[src/rtl/sys_defs.sv]
// Shared fetch/dispatch definitions: the IF_IB_PACKET record, the `NOP encoding and IB_DEPTH.
// The `NOP macro is defined here and mirrored by the NOP_INST package constant.
`ifndef SYS_DEFS_NOP_DEFINED
`define SYS_DEFS_NOP_DEFINED
`define NOP 32'h0000_0013
`endif

package sys_defs;

    localparam int XLEN     = 32;
    localparam int IB_DEPTH = 8;

    localparam logic [XLEN-1:0] NOP_INST = `NOP;

    typedef struct packed {
        logic            valid;
        logic [XLEN-1:0] inst;
        logic [XLEN-1:0] NPC;
        logic [XLEN-1:0] PC;
        logic            pred_bp_taken;
    } IF_IB_PACKET;

    // The idle packet presented when nothing is buffered: all zero except a NOP instruction.
    function automatic IF_IB_PACKET idle_packet();
        IF_IB_PACKET p;
        p      = '0;
        p.inst = NOP_INST;
        return p;
    endfunction

endpackage

[src/rtl/ib_ptr_ctrl.sv]
// Circular-queue pointer/occupancy controller: head, tail and count with full/empty decode.
// Usable by any power-of-two ring buffer (instruction buffer, ROB, free lists).
module ib_ptr_ctrl #(
    parameter  int DEPTH = 8,
    parameter  int CNT_W = $clog2(DEPTH + 1),
    localparam int PTR_W = $clog2(DEPTH)
) (
    input  logic             clock,
    input  logic             reset_n,
    input  logic             push,
    input  logic             pop,
    input  logic             flush,
    output logic [PTR_W-1:0] head,
    output logic [PTR_W-1:0] tail,
    output logic [CNT_W-1:0] count,
    output logic             full,
    output logic             empty
);

    logic [PTR_W-1:0] head_nxt;
    logic [PTR_W-1:0] tail_nxt;
    logic [CNT_W-1:0] count_nxt;
    logic             do_push;
    logic             do_pop;

    assign full  = (count == CNT_W'(DEPTH));
    assign empty = (count == '0);

    // Guard against callers that push into a full queue or pop an empty one.
    assign do_push = push & ~full;
    assign do_pop  = pop & ~empty;

    always_comb begin
        // NOTE: every next-state signal gets a default first, so no path can infer a latch.
        head_nxt  = head;
        tail_nxt  = tail;
        count_nxt = count;
        if (flush) begin
            head_nxt  = '0;
            tail_nxt  = '0;
            count_nxt = '0;
        end else begin
            if (do_push) tail_nxt = tail + PTR_W'(1);
            if (do_pop)  head_nxt = head + PTR_W'(1);
            case ({do_push, do_pop})
                2'b10:   count_nxt = count + CNT_W'(1);
                2'b01:   count_nxt = count - CNT_W'(1);
                default: count_nxt = count;
            endcase
        end
    end

    // NOTE: sequential state uses non-blocking assignments so all registers update together.
    always_ff @(posedge clock or negedge reset_n) begin
        if (!reset_n) begin
            head  <= '0;
            tail  <= '0;
            count <= '0;
        end else begin
            head  <= head_nxt;
            tail  <= tail_nxt;
            count <= count_nxt;
        end
    end

endmodule

[src/rtl/inst_buffer.sv]
// Instruction buffer between fetch and dispatch: FWFT circular FIFO with flush and sticky overflow.
// Optional IB_BYPASS_EN macro: an empty buffer forwards the incoming packet in the same cycle.
module inst_buffer
    import sys_defs::*;
#(
    parameter int DEPTH = IB_DEPTH,
    parameter int CNT_W = $clog2(DEPTH + 1)
) (
    input  logic             clock,
    input  logic             reset_n,
    input  IF_IB_PACKET      if_ib_packet,
    input  logic             flush,
    input  logic             dp_ready,
    output IF_IB_PACKET      ib_dp_packet,
    output logic             ib_full,
    output logic             ib_empty,
    output logic [CNT_W-1:0] ib_count,
    output logic             ib_overflow_err
);

    localparam int PTR_W = $clog2(DEPTH);

    IF_IB_PACKET      mem [DEPTH];
    logic [PTR_W-1:0] head;
    logic [PTR_W-1:0] tail;
    logic             push_req;
    logic             bypass_take;
    logic             do_push;
    logic             do_pop;

    // A wrong-path packet arriving with a flush is never a candidate for storage or bypass.
    assign push_req = if_ib_packet.valid & ~flush;

`ifdef IB_BYPASS_EN
    // Empty buffer, dispatch ready: the packet goes straight through and is never stored.
    assign bypass_take = push_req & ib_empty & dp_ready;
`else
    assign bypass_take = 1'b0;
`endif

    assign do_push = push_req & ~ib_full & ~bypass_take;
    assign do_pop  = ~ib_empty & dp_ready & ~flush;

    ib_ptr_ctrl #(
        .DEPTH (DEPTH),
        .CNT_W (CNT_W)
    ) u_ptr_ctrl (
        .clock   (clock),
        .reset_n (reset_n),
        .push    (do_push),
        .pop     (do_pop),
        .flush   (flush),
        .head    (head),
        .tail    (tail),
        .count   (ib_count),
        .full    (ib_full),
        .empty   (ib_empty)
    );

    // NOTE: the data array has no reset; validity comes only from the reset count.
    always_ff @(posedge clock) begin
        if (do_push) mem[tail] <= if_ib_packet;
    end

    always_comb begin
        ib_dp_packet = idle_packet();
        if (!ib_empty) begin
            ib_dp_packet       = mem[head];
            ib_dp_packet.valid = 1'b1;
        end
`ifdef IB_BYPASS_EN
        else if (push_req) begin
            ib_dp_packet = if_ib_packet;
        end
`endif
    end

    // Sticky: a push offered while full is dropped and only reset clears the flag.
    always_ff @(posedge clock or negedge reset_n) begin
        if (!reset_n) begin
            ib_overflow_err <= 1'b0;
        end else if (if_ib_packet.valid & ib_full & ~flush) begin
            ib_overflow_err <= 1'b1;
        end
    end

endmodule

[config.mk]
export PLATFORM = sky130hd
export DESIGN_NAME = inst_buffer
export DESIGN_NICKNAME = d
export VERILOG_FILES = /design/src/rtl/sys_defs.sv /design/src/rtl/ib_ptr_ctrl.sv /design/src/rtl/inst_buffer.sv
export SDC_FILE = /design/constraint.sdc
export NUM_CORES = 1
export LEC_CHECK = 0
export ABC_AREA = 0
export CORE_MARGIN = 2
export CORE_UTILIZATION = 25
export DETAILED_ROUTE_END_ITERATION = 10
export PLACE_DENSITY = 0.45
export SLEW_MARGIN = 30
export SYNTH_ARGS = -nofsm -noshare
export SYNTH_HDL_FRONTEND = slang
export SYNTH_SLANG_ARGS = --single-unit
export TNS_END_PERCENT = 100
[constraint.sdc]
create_clock -name clock -period 21.5 [get_ports clock]
set_input_delay 2.15 -clock clock [delete_from_list [all_inputs] [get_ports clock]]
set_output_delay 2.15 -clock clock [all_outputs]
set_load 0.03 [all_outputs]
==> results.md, run 1 <==
- Initial antenna violation count: 14
- Hold_buf cts: 0
- WL final: around 74 mm
- Die W: 351 um
- Final GP Congestion: 0.684
- Critical-path top delay cell: dfrtp_4
- Crit path max-delay family: buffers and inverters
- RSZ-0062 raised after global routing: false
- FFs w/ async S/R, synth: 0.0140
- Worst slew margin: 0.389
- I/O pins: 207
- Sw Share: 0.311
- Core area: 119,000 um2
- Worst VDD drop: 76.1 uV
- Count leader, synth: edfxtp_1
- Via density: 4.29
- Synthesis-to-layout area growth: 22.9%
- Worst path most repeated cell: buf_6
- Clk slew on worst S/H paths: around 0.06 ns
- Seq/Total Area, Yosys: 0.785
- Critical path class: flop to primary output
- Post-route ant nets: 0
- Cells after synthesis: 1,306
- Sink Count: 787
- Wire per inst: 22.8 um
- Worst-Skew Late Latency: approximately 0.65 ns
- Flop pwr share: 0.404
- Die extent in y: 351 um
- Post-synth EDFFs: 776
- Post-Synthesis Cell Area: around 30,000 um2
- Top post-synthesis cells by count: edfxtp_1, mux4_2, nor2_1, mux2i_1, buf_2
- Worst slew pin tran: 0.916 ns
- Non-filler cells, final: ~3,200
- Min Tclk post-route: 6.53 ns
- P_int: about 0.0030 W
- Worst setup SP type: flop
- Vias in the first global route: 15,400
- Setup Fix Bufs, Post-CTS: 0
- CTS H-Tree Depth: 3
- Power per cell area: ~120 nW/um2
- Fin Setup TNS: 0 ns
- Max-Cap Viols: 0
- Critical path buffers and inverters: 3
- Post-CTS sizing: 0
- FMAX: approximately 150 MHz
- Layout cell share with drive strength beyond 1: 0.215
- CTS Buffer Depth: 3
- CTS tree: built
- Pin count of the biggest net entering global routing: just under 100
- Syn nets: 1,413
- First-pass GRT wire length: 108 mm
- Top post-synthesis cells by area: edfxtp_1, mux4_2, mux2i_1, nor2_1, dfrtp_1
- Count of TritonRoute iterations in the first routing pass: 4
- Clock power frac: 0.319
- Starting Density: 0.251
- Critical path peak fanout: 47
- HP Class: flop to flop
- Top_reg_cell synth: edfxtp_1
- Static Leak: ~11 nW
- Fillcell total: between 10,000 and 15,000
- Critical path data required time: 19.35 ns
- Die area: between 100,000 and 150,000 um2
- Row count: around 130
- Max-slew violations: 0
- DP HPWL: 39.5 mm
- CP Cell Sequence: buf_6 > buf_6 > mux4_2 > mux2i_1 > nor2_1 > clkdlybuf4s50_1
- Crit. End Element: primary output
- Drt drc: 0
- # setup viols final: 0
- Synth area leader: edfxtp_1
- Placed insts: around 3,100
- Total Nets Final: 1,671
- Clock skew: between 0.02 and 0.025 ns
- Gate power share: 0.277
- CTS Buf Count: just under 90
- CP max stage delay: 0.84 ns
- Gr usage total: 0.122
- Root Driver: clkbuf_16
- Top-area cell type share of the netlist area: 0.776
- Worst EP arrival: 4.38 ns
- Synth Warn #: 0
- Total grt overflow: 0
- Final Hold Fails: 0
- Synth unique cells: 37
- Vias: approximately 14,000
- Status: completed
- Synthesized flop and latch total: 787
- Fin crit share: 0.304
- Synth Area per Inst: approximately 23 um2
- Drt initial violations: between 800 and 900
- Psw: 0.00137 W
- IO Port Bufs: 206
[placed cells by master, fill, tap and decap left out, drive strengths merged, types with 6 or more instances in the layout]
master	Yosys	routed
nand2	11	11
buf	47	28
inv	2	7
edfxtp	776	776
nor2	103	103
mux2i	97	97
dfrtp	11	11
mux4	195	195
nor3	6	6
clkbuf	20	106
clkdlybuf4s50	0	206
clkinv	1	45
[logic make-up (layout without fill, tap and decap cells)]
logic type / after synthesis / after routing / synth area share
AO/OA/AOI/OAI: 12 / 12 / 0.00308
XOR/XNOR: 4 / 4 / 0.00117
adder cells (fa/ha/maj): 5 / 5 / 0.00233
buffers and inverters: 70 / 398 / 0.0105
flip-flops: 787 / 787 / 0.785
multiplexers: 293 / 293 / 0.179
other: 0 / 3 / 0
AND/OR/NAND/NOR: 135 / 135 / 0.0188
[through the flow]
stage / setup slack (ns) / area [um2] / hold WS [ns] / utilization / total power (W)
after floorplan: 8.99 / 30000 / 0.562 / - / 0.00254
after global placement: 14.91 / 34100 / 0.462 / 0.285 / 0.00307
after detailed placement: 14.99 / 34200 / 0.483 / 0.286 / 0.00307
after CTS: 14.42 / 36800 / 0.497 / 0.308 / 0.00450
after global routing: 14.49 / 36900 / 0.508 / 0.309 / 0.00461
final: 14.97 / 36900 / 0.485 / 0.309 / 0.00440
[power by group through the flow]
stage	Clock (W)	Combinational, W	Sequential [W]
4_1_cts	0.00146	0.00127	0.00178
3_5_place_dp	0	0.00126	0.00181
2_1_floorplan	0	0.000735	0.00181
5_1_grt	0.00151	0.00131	0.00178
6_report	0.00140	0.00122	0.00178
3_3_place_gp	0	0.00126	0.00181
[worst paths after layout]
| path | slack (ns) | start | end | cells after the start |
|---|---|---|---|---|
| worst max register to register | 17.76 | u_ptr_ctrl.count[0] | mem[6][28] | 7 |
| worst min-delay path | 0.48 | ib_overflow_err | ib_overflow_err | 1 |
| worst max-delay path | 14.97 | u_ptr_ctrl.head[0] | ib_dp_packet[49] | 6 |
| min in group asynchronous | 1.87 | reset_n | u_ptr_ctrl.count[0] | 1 |
| max in group asynchronous | 19.18 | reset_n | u_ptr_ctrl.head[0] | 1 |
| worst min register to register | 0.48 | ib_overflow_err | ib_overflow_err | 1 |
[worst reg2reg max path: stages, from the launching register on]
cell and delay, ns:
dfrtp_1 0.55, or4b_4 0.25, clkinv_4 0.08, nor2_1 0.21, nand2_1 0.25, nor2_4 0.58
buf_4 0.61, buf_4 0.79
[sequential cells by signal (all words and copies together) (netlist names)]
| name | flops |
|---|---|
| ib_overflow_err | 1 |
| u_ptr_ctrl.head | 3 |
| mem | 776 |
| u_ptr_ctrl.count | 4 |
| u_ptr_ctrl.tail | 3 |
[area by class of cell]
cell class	count	area, um2	area share
antenna	3	7.51	0.000203
clock buffer	106	2310	0.0627
clock inverter	55	374	0.0101
inverter	3	18.8	0.000509
multi-input combinational	449	6190	0.168
sequential	787	23600	0.639
tap	1612	2020	0.0546
timing repair buffer	234	2400	0.0649
[routing by layer]
layer | routed length [um] | global-route usage
met5 | 150 | 0
met4 | 1730 | 0.0337
met3 | 3500 | 0.0309
met2 | 37100 | 0.207
met1 | 31600 | 0.154
(Power assumes the default switching activity.)
==> run 2, diff against run 1 <==
==> constraint.sdc (replaced) <==
create_clock -name clock -period 6.5 [get_ports clock]
set_input_delay 0.65 -clock clock [delete_from_list [all_inputs] [get_ports clock]]
set_output_delay 0.65 -clock clock [all_outputs]
set_load 0.03 [all_outputs]
==> run 2 against run 1 <==
Total power grew to 3.4 times the previous value. Sequential share of layout area is 0.55 points lower. Combinational power grew to 3.2 times the previous value. First-iteration DRC count is 1.6% lower. Count of clock-buffer cells in the layout is 2 lower. Register-to-register slack worse by 14 ns. Die area stayed put. Critical endpoint is now ib_dp_packet[54]. Largest power group unchanged.
==> results.md, run 2 (same netlist as run 1, synthesis figures left out) <==
- Status: completed (unchanged)
- Worst slew margin: 0.425 (was 0.389)
- Clock skew: 0.0245 ns (was 0.0242 ns)
- Flop pwr share: 0.396 (was 0.404)
- Count of TritonRoute iterations in the first routing pass: 5 (was 4)
- CTS Buffer Depth: 3 (unchanged)
- Critical path data required time: 5.85 ns (was 19.35 ns)
- HP Class: input pin to async pin (was flop to flop)
- DR top layer: met5 (unchanged)
- Most common cell after layout, fill and taps aside: edfxtp_1 (unchanged)
- Clock power frac: 0.337 (was 0.319)
- Max-slew violations: 0 (unchanged)
- Fillcell total: 11,600 (about the same)
- Biggest registers after layout: mem: 776 flops, u_ptr_ctrl.count: 4 flops (unchanged)
- I/O pins: 207 (unchanged)
- Final Hold Fails: 0 (unchanged)
- Worst EP arrival: 3.67 ns (was 4.38 ns)
- Vias in the first global route: 15,300 (was 15,400)
- Worst-Skew Late Latency: 0.66 ns (was 0.65 ns)
- Most frequent cells in the layout: edfxtp_1, clkdlybuf4s50_1, mux4_2 (unchanged)
- Die area: 123,000 um2 (unchanged)
- IO Port Bufs: 206 (unchanged)
- Layout cell share with drive strength beyond 1: 0.230 (was 0.215)
- Design area: 37,200 um2 (was 36,900 um2)
- M1 WL: 30.0 mm (was 31.6 mm)
- Total grt overflow: 0 (unchanged)
- First-pass GRT wire length: 104 mm (was 108 mm)
- Met3 wire len: 3.42 mm (was 3.50 mm)
- CTS Buf Count: 91 (was 89)
- Post-route ant nets: 0 (unchanged)
- Power per cell area: 399 nW/um2 (was 119 nW/um2)
- Post-DP Area: 34,300 um2 (was 34,200 um2)
- Critical path class: flop to primary output (unchanged)
- Gate power share: 0.267 (was 0.277)
- P_int: 0.0103 W (was 0.00303 W)
- Drt initial violations: 807 (was 820)
- Reg2reg path depth: 9 (was 7)
- Row count: 127 (unchanged)
- Hold_buf cts: 0 (unchanged)
- Psw: 0.00452 W (was 0.00137 W)
- Synthesis-to-layout area growth: 24.0% (was 22.9%)
- Sw Share: 0.304 (was 0.311)
- Post-CTS sizing: 0 (unchanged)
- Wire per inst: 21.9 um (was 22.8 um)
- FMAX: 232 MHz
- WL final: 71.2 mm (was 74.1 mm)
- Sink Count: 787 (unchanged)
- Static Leak: 11.1 nW (was 11.0 nW)
- Die extent in y: 351 um (unchanged)
- Total Nets Final: 1,674 (was 1,671)
- # setup viols final: 0 (unchanged)
- Clk slew on worst S/H paths: 0.06 ns (about the same)
- Root Driver: clkbuf_16 (unchanged)
- Worst setup SP type: flop (unchanged)
- Crit. End Element: primary output (unchanged)
- Pin count of the biggest net entering global routing: 98 (unchanged)
- Total power: 0.0148 W (was 0.00440 W)
- Drt drc: 0 (unchanged)
- Critical path peak fanout: 74 (was 47)
- Vias: 13,800 (was 13,900)
- Core area: 119,000 um2 (unchanged)
- Via density: 4.24 (was 4.29)
- Initial antenna violation count: 7 (was 14)
- Routed met2 length: 36.2 mm (was 37.1 mm)
- Worst VDD drop: 293 uV (was 76.1 uV)
- Final GP Congestion: 0.679 (was 0.684)
- Fin crit share: 0.664
- Gr usage total: 0.117 (was 0.122)
- Setup Fix Bufs, Post-CTS: 0 (unchanged)
- Min Tclk post-route: 4.32 ns
- Die W: 351 um (unchanged)
- RSZ-0062 raised after global routing: false (unchanged)
- Worst slew pin tran: 0.863 ns (was 0.916 ns)
- CTS H-Tree Depth: 3 (unchanged)
- DP HPWL: 37.2 mm (was 39.5 mm)
- Fin Setup TNS: 0 ns (unchanged)
- Largest reg by FF count: mem (unchanged)
- Max-Cap Viols: 0 (unchanged)
- CTS tree: built (unchanged)
- Starting Density: 0.251 (unchanged)
- Max reg flops: 776 (unchanged)
## run 2: worst max-delay path, stage by stage (launching register included)
cell and delay (ns):
dfrtp_4 0.74, buf_12 0.57, mux4_2 0.58, mux2i_1 0.33
nor2_1 0.08, clkdlybuf4s50_1 0.62
## run 2: path summary, 6_finish.rpt
| check | start | to | slack [ns] |
|---|---|---|---|
| max in group asynchronous | reset_n | u_ptr_ctrl.head[0] | 5.75 |
| worst min register to register | ib_overflow_err | ib_overflow_err | 0.47 |
| worst min-delay path | reset_n | u_ptr_ctrl.tail[2] | 0.34 |
| worst max-delay path | u_ptr_ctrl.head[0] | ib_dp_packet[54] | 2.18 |
| min in group clock | ib_overflow_err | ib_overflow_err | 0.47 |
| worst max register to register | u_ptr_ctrl.count[0] | u_ptr_ctrl.count[3] | 3.39 |
## run 2: final cells by class
class | count | area, um2 | share of cell area
inverters | 3 | 21.3 | 0.000571
repair buffers | 235 | 2450 | 0.0659
well taps | 1612 | 2020 | 0.0542
clock buffers | 104 | 2350 | 0.0631
diodes | 2 | 5.00 | 0.000134
multi-input cells | 449 | 6200 | 0.167
clock inverters | 63 | 594 | 0.0160
flip-flops and latches | 787 | 23600 | 0.634
## run 2: metal layers
| metal | global-route usage | vias up |
|---|---|---|
| li1 | - | 6002 |
| met1 | 0.145 | 7406 |
| met2 | 0.202 | 269 |
| met3 | 0.0273 | 106 |
| met4 | 0.0348 | 12 |
| met5 | 0 | - |
## run 2: stage by stage
stage | util | cells | hold WS (ns) | setup WS, ns
global route | 0.311 | 3253 | 0.362 | 1.90
detailed placement | 0.287 | 3086 | 0.465 | 2.58
floorplan | - | 1306 | 0.354 | -1.91
CTS | 0.311 | 3253 | 0.300 | 1.95
finish | 0.312 | 3255 | 0.343 | 2.18
global placement | 0.287 | 3086 | 0.449 | 2.55
## run 2: power by group through the flow
stage                     Clock [W]  Combinational, W  Sequential [W]
after detailed placement          0           0.00408         0.00600
after global routing        0.00539           0.00425         0.00590
after floorplan                   0           0.00243         0.00597
after global placement            0           0.00406         0.00598
final                       0.00500           0.00396         0.00588
after CTS                   0.00518           0.00410         0.00589
